### config.mk
export PLATFORM = sky130hd
export DESIGN_NAME = ascon_block_feeder
export DESIGN_NICKNAME = d
export VERILOG_FILES = /design/src/rtl/ascon_block_feeder.sv
export SDC_FILE = /design/constraint.sdc
export NUM_CORES = 1
export LEC_CHECK = 0
export CAP_MARGIN = 20
export CORE_MARGIN = 1
export CORE_UTILIZATION = 60
export DETAILED_ROUTE_END_ITERATION = 10
export PLACE_DENSITY_LB_ADDON = 0.08
export SETUP_SLACK_MARGIN = 0.4
export SYNTH_ARGS = -nofsm -noshare
export SYNTH_HDL_FRONTEND = slang
export SYNTH_SLANG_ARGS = --single-unit
### constraint.sdc
create_clock -name clock_i -period 8.3 [get_ports clock_i]
set_input_delay 1.245 -clock clock_i [delete_from_list [all_inputs] [get_ports clock_i]]
set_output_delay 1.245 -clock clock_i [all_outputs]
set_load 0.05 [all_outputs]
### src/rtl/ascon_block_feeder.sv
// Block feeder for the Ascon FSM: host FIFO plus per-request block issue.
// Optional stall counter output enabled by ASCON_FEEDER_STALL_CNT_EN.
module ascon_block_feeder #(
  parameter int DATA_W    = 64,
  parameter int DEPTH     = 4,
  parameter int NB_BLOCKS = 4
) (
  input  logic              clock_i,
  input  logic              resetb_i,
  input  logic              start_i,
  input  logic              host_valid_i,
  input  logic [DATA_W-1:0] host_data_i,
  output logic              host_ready_o,
  input  logic              block_req_i,
  output logic              data_valid_o,
  output logic [DATA_W-1:0] data_o,
  output logic [1:0]        block_idx_o,
  output logic              last_block_o,
  output logic              pending_o,
`ifdef ASCON_FEEDER_STALL_CNT_EN
  output logic [15:0]       stall_cnt_o,
`endif
  output logic              busy_o
);

  localparam int AW = $clog2(DEPTH);
  localparam int CW = AW + 1;

  typedef enum logic [1:0] {
    S_IDLE,
    S_WAIT,
    S_ISSUE,
    S_DONE
  } state_t;

  state_t state;

  logic [DATA_W-1:0] mem [DEPTH];
  logic [AW-1:0]     wr_ptr;
  logic [AW-1:0]     rd_ptr;
  logic [CW-1:0]     count;
  logic [1:0]        n;

  logic empty;
  logic push;
  logic pop;

  assign empty        = (count == '0);
  assign host_ready_o = (count < CW'(DEPTH));
  assign push         = host_valid_i && host_ready_o;

  // The pop happens on the edge that enters ISSUE so data_o is
  // already valid while data_valid_o is high.
  assign pop = (state == S_WAIT) && !start_i && !empty &&
               (block_req_i || pending_o);

  always_ff @(posedge clock_i) begin
    if (push) begin
      mem[wr_ptr] <= host_data_i;
    end
  end

  always_ff @(posedge clock_i) begin
    if (!resetb_i) begin
      wr_ptr <= '0;
      rd_ptr <= '0;
      count  <= '0;
    end else begin
      if (push) begin
        wr_ptr <= wr_ptr + 1'b1;
      end
      if (pop) begin
        rd_ptr <= rd_ptr + 1'b1;
      end
      unique case ({push, pop})
        2'b10:   count <= count + 1'b1;
        2'b01:   count <= count - 1'b1;
        default: count <= count;
      endcase
    end
  end

  always_ff @(posedge clock_i) begin
    if (!resetb_i) begin
      state        <= S_IDLE;
      n            <= '0;
      data_valid_o <= 1'b0;
      data_o       <= '0;
      block_idx_o  <= '0;
      last_block_o <= 1'b0;
      pending_o    <= 1'b0;
      busy_o       <= 1'b0;
    end else begin
      data_valid_o <= 1'b0;
      if (start_i) begin
        state     <= S_WAIT;
        busy_o    <= 1'b1;
        n         <= '0;
        pending_o <= 1'b0;
      end else begin
        unique case (state)
          S_IDLE: begin
            state <= S_IDLE;
          end
          S_WAIT: begin
            if (pop) begin
              state        <= S_ISSUE;
              data_o       <= mem[rd_ptr];
              block_idx_o  <= n;
              last_block_o <= (n == 2'(NB_BLOCKS - 1));
              data_valid_o <= 1'b1;
              pending_o    <= 1'b0;
              n            <= n + 1'b1;
            end else if (block_req_i) begin
              pending_o <= 1'b1;
            end
          end
          S_ISSUE: begin
            if (last_block_o) begin
              state  <= S_DONE;
              busy_o <= 1'b0;
            end else begin
              state <= S_WAIT;
            end
          end
          S_DONE: begin
            state  <= S_IDLE;
            busy_o <= 1'b0;
          end
          default: begin
            state  <= S_IDLE;
            busy_o <= 1'b0;
          end
        endcase
      end
    end
  end

`ifdef ASCON_FEEDER_STALL_CNT_EN
  always_ff @(posedge clock_i) begin
    if (!resetb_i || start_i) begin
      stall_cnt_o <= '0;
    end else if (pending_o && stall_cnt_o != 16'hFFFF) begin
      stall_cnt_o <= stall_cnt_o + 16'd1;
    end
  end
`endif

endmodule

# ---- Word-level counts from Yosys, hierarchy flattened
# Memories as Yosys holds them, arrays and structs flattened. A register that Yosys moved wholly into a read port is not among the register bits.
# Index checks and enable logic that the tools add are counted.
dict set report totals {
  register_bits 17
  latch_bits 0
  mem_bits_rw 256
  romBits 0
  in_bits 69
  out_inout_bits 71
  elab_cells 63
  n_memories 1
}
# name words word_bits rd rd_ports_with_merged_regs wr line
set memory_table {}
lappend memory_table {mem 4 64 1 1 1 38} ;# logic [DATA_W-1:0] mem [DEPTH];
dict set report op_classes {
  n_addsub 5
  multipliers 0
  div_mod_pow 0
  magnitude_cmp 1
  eq_ne 9
  shift 0
  n_mux 13
  bitwise_logic 3
  n_reduce_logical 20
}
# cell n
set ops {}
lappend ops {{2-bit equality test (second input constant)} 4}
lappend ops {{1-bit two-way mux} 8}
lappend ops {{2-bit by 1-bit adder with 2-bit output (second input constant)} 3}
lappend ops {{3-bit inequality test (second input constant)} 2}
lappend ops {{2-bit one-hot mux with 3 select lines} 1}
lappend ops {{3-bit one-hot mux with 2 select lines} 1}
lappend ops {{2-bit AND reduction} 3}
lappend ops {{2-bit by 1-bit equality test with 1-bit output (second input constant)} 2}
lappend ops {{1-bit logical AND} 4}
lappend ops {{2-bit two-way mux} 2}
lappend ops {{2-bit nonzero test} 2}
lappend ops {{2-bit OR reduction} 2}
lappend ops {{3-bit by 1-bit adder with 3-bit output (second input constant)} 1}
lappend ops {{1-bit logical NOT} 3}
lappend ops {{3-bit logical NOT} 1}
lappend ops {{3-bit < comparator (second input constant)} 1}
lappend ops {{1-bit NOT} 3}
lappend ops {{3-bit AND reduction} 1}
lappend ops {{3-bit nonzero test} 1}
lappend ops {{3-bit OR reduction} 1}
lappend ops {{3-bit by 1-bit subtractor with 3-bit output (second input constant)} 1}
lappend ops {{2-bit logical NOT} 1}
lappend ops {{2-bit inequality test (second input constant)} 1}
lappend ops {{1-bit one-hot mux with 2 select lines} 1}
lappend ops {{1-bit logical OR} 1}

# ---- Longest topological paths before layout
dict set report logic_depth {
  depth_word 7
  mapped_depth 12
  mapped_depth_nobuf 10
}

# ---- Least setup slack after synthesis
# OpenSTA, ideal clock, no wires.
dict set report synth_timing {
  kind {input-to-reg}
  startpoint {input port host_valid_i}
  endpoint {memory mem[0][0], enable pin}
  setup_ns 0.429
  t_arrival_ns 3.127
  t_required_ns 7.871
  setup_slack_ns 4.744
  cell_stages 3
  path_cell_list {nor2b_1 > clkbuf_1 > and2_1}
}
dict set report synth_via {
  elab_chain_cells 3
}
# item line
set synth_rtl {}
lappend synth_rtl {{start: declaration} 11} ;# input logic host_valid_i,
lappend synth_rtl {{1-bit logical AND} 50} ;# assign push = host_valid_i && host_ready_o;
lappend synth_rtl {{1-bit two-way mux} 58} ;# if (push) begin
lappend synth_rtl {{1-bit two-way mux (implied by the code)} 59} ;# mem[wr_ptr] <= host_data_i;
lappend synth_rtl {{end: declaration} 38}
# No other way between the ends.

# ---- Final worst setup path
dict set report layout_timing {
  startpoint {input port start_i}
  endpoint {register count[2]}
}
dict set report layout_via {
  elab_chain_cells 6
  word_cells_on_any_way 8
  classes_between {eq/ne (2); mux (1); reduce/logical (5)}
}
# item line
set layout_rtl {}
lappend layout_rtl {{start: declaration} 10} ;# input logic start_i,
lappend layout_rtl {{1-bit logical NOT *} 54} ;# assign pop = (state == S_WAIT) && !start_i && !empty &&
lappend layout_rtl {{1-bit logical AND * (3 in series)} 54}
lappend layout_rtl {{2-bit by 1-bit equality test with 1-bit output / 2-bit equality test (equally long branches)} 75} ;# unique case ({push, pop})
lappend layout_rtl {{3-bit one-hot mux with 2 select lines / 2-bit nonzero test (equally long branches)} n/a}
lappend layout_rtl {{end signal: assignment} 76} ;# 2'b10: count <= count + 1'b1;
lappend layout_rtl {{end signal: assignment} 77} ;# 2'b01: count <= count - 1'b1;
lappend layout_rtl {{end signal: assignment} 78} ;# default: count <= count;
lappend layout_rtl {{end: declaration} 41} ;# logic [CW-1:0] count;
# Mark *: on every way between the ends. The rest lies on a longest branch, timed or not.
# A chain may end at the register's enable or synchronous reset.

==> reports/metrics.yaml <==
status:
  status: "completed"
drt:
  wirelength_um: 23600
  first_pass_iters: 4
  drt-wirelength-per-cell_um: 21.7
  num_vias: 6377
  drtAntennaViolNets: 0
  drt_iter0_drc: 332
  drcViolationCount: 0
  vias_per_cell: 5.85
global_routing:
  grt_max_degree: 71
  overflow: 0
  grt_first_pass_wirelength_um: 37500
  grt_util_all_layers_pct: 23.2
  grt_pass1_vias: 6813
  antenna_found_initial: 2
timing:
  hold_violations: 0
  rsz0062_at_grt: "no"
  relSlewSlack_pct: 31.6
  finalSetupTns_ns: 0
  maxSlewViolCount: 0
  period_needed_ns: 3.26
  fin_skew_ns: 0.00866
  setup_viol_count_final: 0
  max_slew.worst_pin.slew_ns: 1.03
  timing.fmax_mhz: 306
  fin_crit_sh_pct: 39.3
worst_setup_path:
  cp.arrival_ns: 3.68
  rrSetupSlack_ns: 5.79
  path_cells: "clkdlybuf4s50_1 > nand2b_1 > nor3_4 > ha_1 > inv_1 > fa_1 > xor2_1 > or3_1 > a21oi_1"
  rr_worst_depth: 10
  startpoint: "start_i"
  regToRegStartpoint: "state[1]"
  worstPathRequired_ns: 8.72
  path_buf_inv: 2
  rr_endpoint: "count[2]"
  critPathSlowestCell: "clkdlybuf4s50_1"
  crit_end: "count[2]"
  crit_type: "in2reg"
  crit_cells: 9
  cpPeakStageDelay_ns: 0.52
  crit_path_start_kind: "input pin"
  crit_fanout: 10
  setup.worst_path.end_class: "flip-flop"
  crit_family: "simple AND/OR/NAND/NOR gates"
finish:
  syn2layout_area_growth_pct: 20.9
  drive_gt1_share_pct: 15.0
  fillers: 1202
  final_common_cell: "edfxtp_1"
  layout_common_cells: "edfxtp_1 (256), clkdlybuf4s50_1 (138), dfxtp_1 (79)"
  stdcell_area_mm2: 0.0150
  nNetsFinal: 871
placed_design:
  finalWeightedCongestion: 0.792
  place_hpwl_um: 12500
  placed_cell_area_mm2: 0.0139
  numPortBuffers: 139
pwr:
  vdd_drop_max_mv: 0.206
  power_density_mw_per_mm2: 240
  p_int_uw: 2850
  p_seq_share_pct: 53.4
  cellLeakagePower_uw: 0.00476
  swShare_pct: 20.9
  p_switching_uw: 753
  combPwrFrac_pct: 6.6
  pwr-share-clk_pct: 40.0
die:
  dieArea_mm2: 0.0212
  ios: 140
  start_util_pct: 61.3
  std_cell_rows: 52
  die_y_um: 146
  core_area_mm2: 0.0202
  dieWidth_um: 146
clock_tree:
  root_buffer: "clkbuf_16"
  cts_made_buffers: 34
  clock_latency_ns: 0.50
  clockBufferDepth: 3
  hold_buffers: 0
  cts_setup_buffers: 0
  numClockSinks: 337
  cts_tree: "built"
  cts.clk_slew.worst_paths_ns: 0.06
  ctsResizeCount: 0
  ctsHtreeMaxLevel: 2
logic_synthesis:
  synth_edf_count: 256
  synth_fa_ha_area_share_pct: 1.07
  ys_types: 34
  syn_inst: 655
  synth-compound-area-share_pct: 5.64
  yosysTopAreaCell: "edfxtp_1"
  avgSynthCellArea_um2: 18.9
  synth_ff_type: "edfxtp_1"
  syn_nets: 734
  synth_mux_area_share_pct: 11.9
  yosysSeqAreaShare_pct: 75.1
  ys_seq_elements: 337
  yosys.area_share.simple_pct: 3.58
  yosysWarnings: 0
  ys_top_cells_by_area: "edfxtp_1 (62%), dfxtp_1 (13%), mux4_2 (12%)"
  synthArstFlopShare_pct: 0
  yosysTopAreaCellShare_pct: 62.0
  synthesis.area_mm2: 0.0124
  synth_xor_area_share_pct: 0.212
  synth_top_family_by_area: "multiplexers"
min_path:
  hold_class: "reg2reg"
run:
  max_cap_viol_count: 0
[area by class of cell]
cell class                      count  area, um^2  share of cell area [%]
Sequential cell                   337        9320                    62.1
Multi-Input combinational cell    265        2810                    18.7
Timing Repair Buffer              144        1420                    9.50
Clock buffer                       56        1040                    6.92
Tap cell                          270         338                    2.25
Inverter                           10        37.5                   0.250
Clock inverter                      6        25.0                   0.167
Antenna cell                        2        5.00                  0.0334
[worst min-delay path by stage]
stage / startpoint / slack, ns / end / cells after the start
6_report: data_o[55] / 0.46 / data_o[55] / 2
3_5_place_dp: data_o[23] / 0.45 / data_o[23] / 2
5_1_grt: data_o[57] / 0.49 / data_o[57] / 2
2_1_floorplan: n[1] / 0.46 / block_idx_o[1] / 2
3_3_place_gp: data_o[28] / 0.45 / data_o[28] / 2
4_1_cts: data_o[52] / 0.46 / data_o[52] / 2
[sequential cells by signal (all words and copies together) (netlist names)]
signal and flops:
last_block_o 1, mem 256, busy_o 1, state 2, rd_ptr 2, n 2, data_valid_o 1, wr_ptr 2
data_o 64, count 3, pending_o 1, block_idx_o 2
[Yosys cell counts, types with 3 or more instances]
cell       number
a21oi_1        10
and2_1          5
buf_2          14
buf_4           7
buf_8           3
clkbuf_1       16
dfxtp_1        81
edfxtp_1      256
ha_1            9
inv_1          10
mux2i_1         4
mux4_2         64
nand2_1        66
nand2b_1        3
nand4_1         5
nor2_1          8
nor2b_1         3
o2bb2ai_1      64
o31ai_1         6
[layer usage]
metal | vias up | wire length [um] | track usage, %
met5 | - | 0 | 0
met4 | 0 | 556 | 8.21
met3 | 39 | 1360 | 4.76
met2 | 198 | 12000 | 38.8
met1 | 3252 | 9730 | 30.5
li1 | 2888 | - | -
[cell families after synthesis]
family,count (synthesis)
DFF,337
and+or+nand+nor,98
AOI/OAI and AO/OA,86
muxes,68
buffers and inverters,53
adders and majority gates,10
xor gates and xnor gates,3
[stage by stage]
step | instances | hold WS (ns) | utilization (%) | power (uW) | worst slack (ns)
6_report | 1090 | 0.460 | 74.1 | 3600 | 5.04
5_1_grt | 1090 | 0.485 | 74.1 | 3720 | 4.94
4_1_cts | 1088 | 0.463 | 74.1 | 3630 | 5.09
3_5_place_dp | 1026 | 0.452 | 68.8 | 2200 | 4.58
3_3_place_gp | 1026 | 0.448 | 68.8 | 2180 | 4.69
2_1_floorplan | 655 | 0.463 | - | 2100 | 4.74
[power by group through the flow]
stage | Combinational [uW] | Sequential [uW] | Clock (uW)
final | 237 | 1920 | 1440
after detailed placement | 239 | 1960 | 0
after global placement | 231 | 1950 | 0
after CTS | 240 | 1930 | 1470
after global routing | 255 | 1930 | 1540
after floorplan | 124 | 1980 | 0
[worst min-delay path: stages (launching register included)]
cell and delay [ns]:
dfxtp_1 0.30, nand2_1 0.05, o2bb2ai_1 0.06
Power figures use the tool's default switching activity.
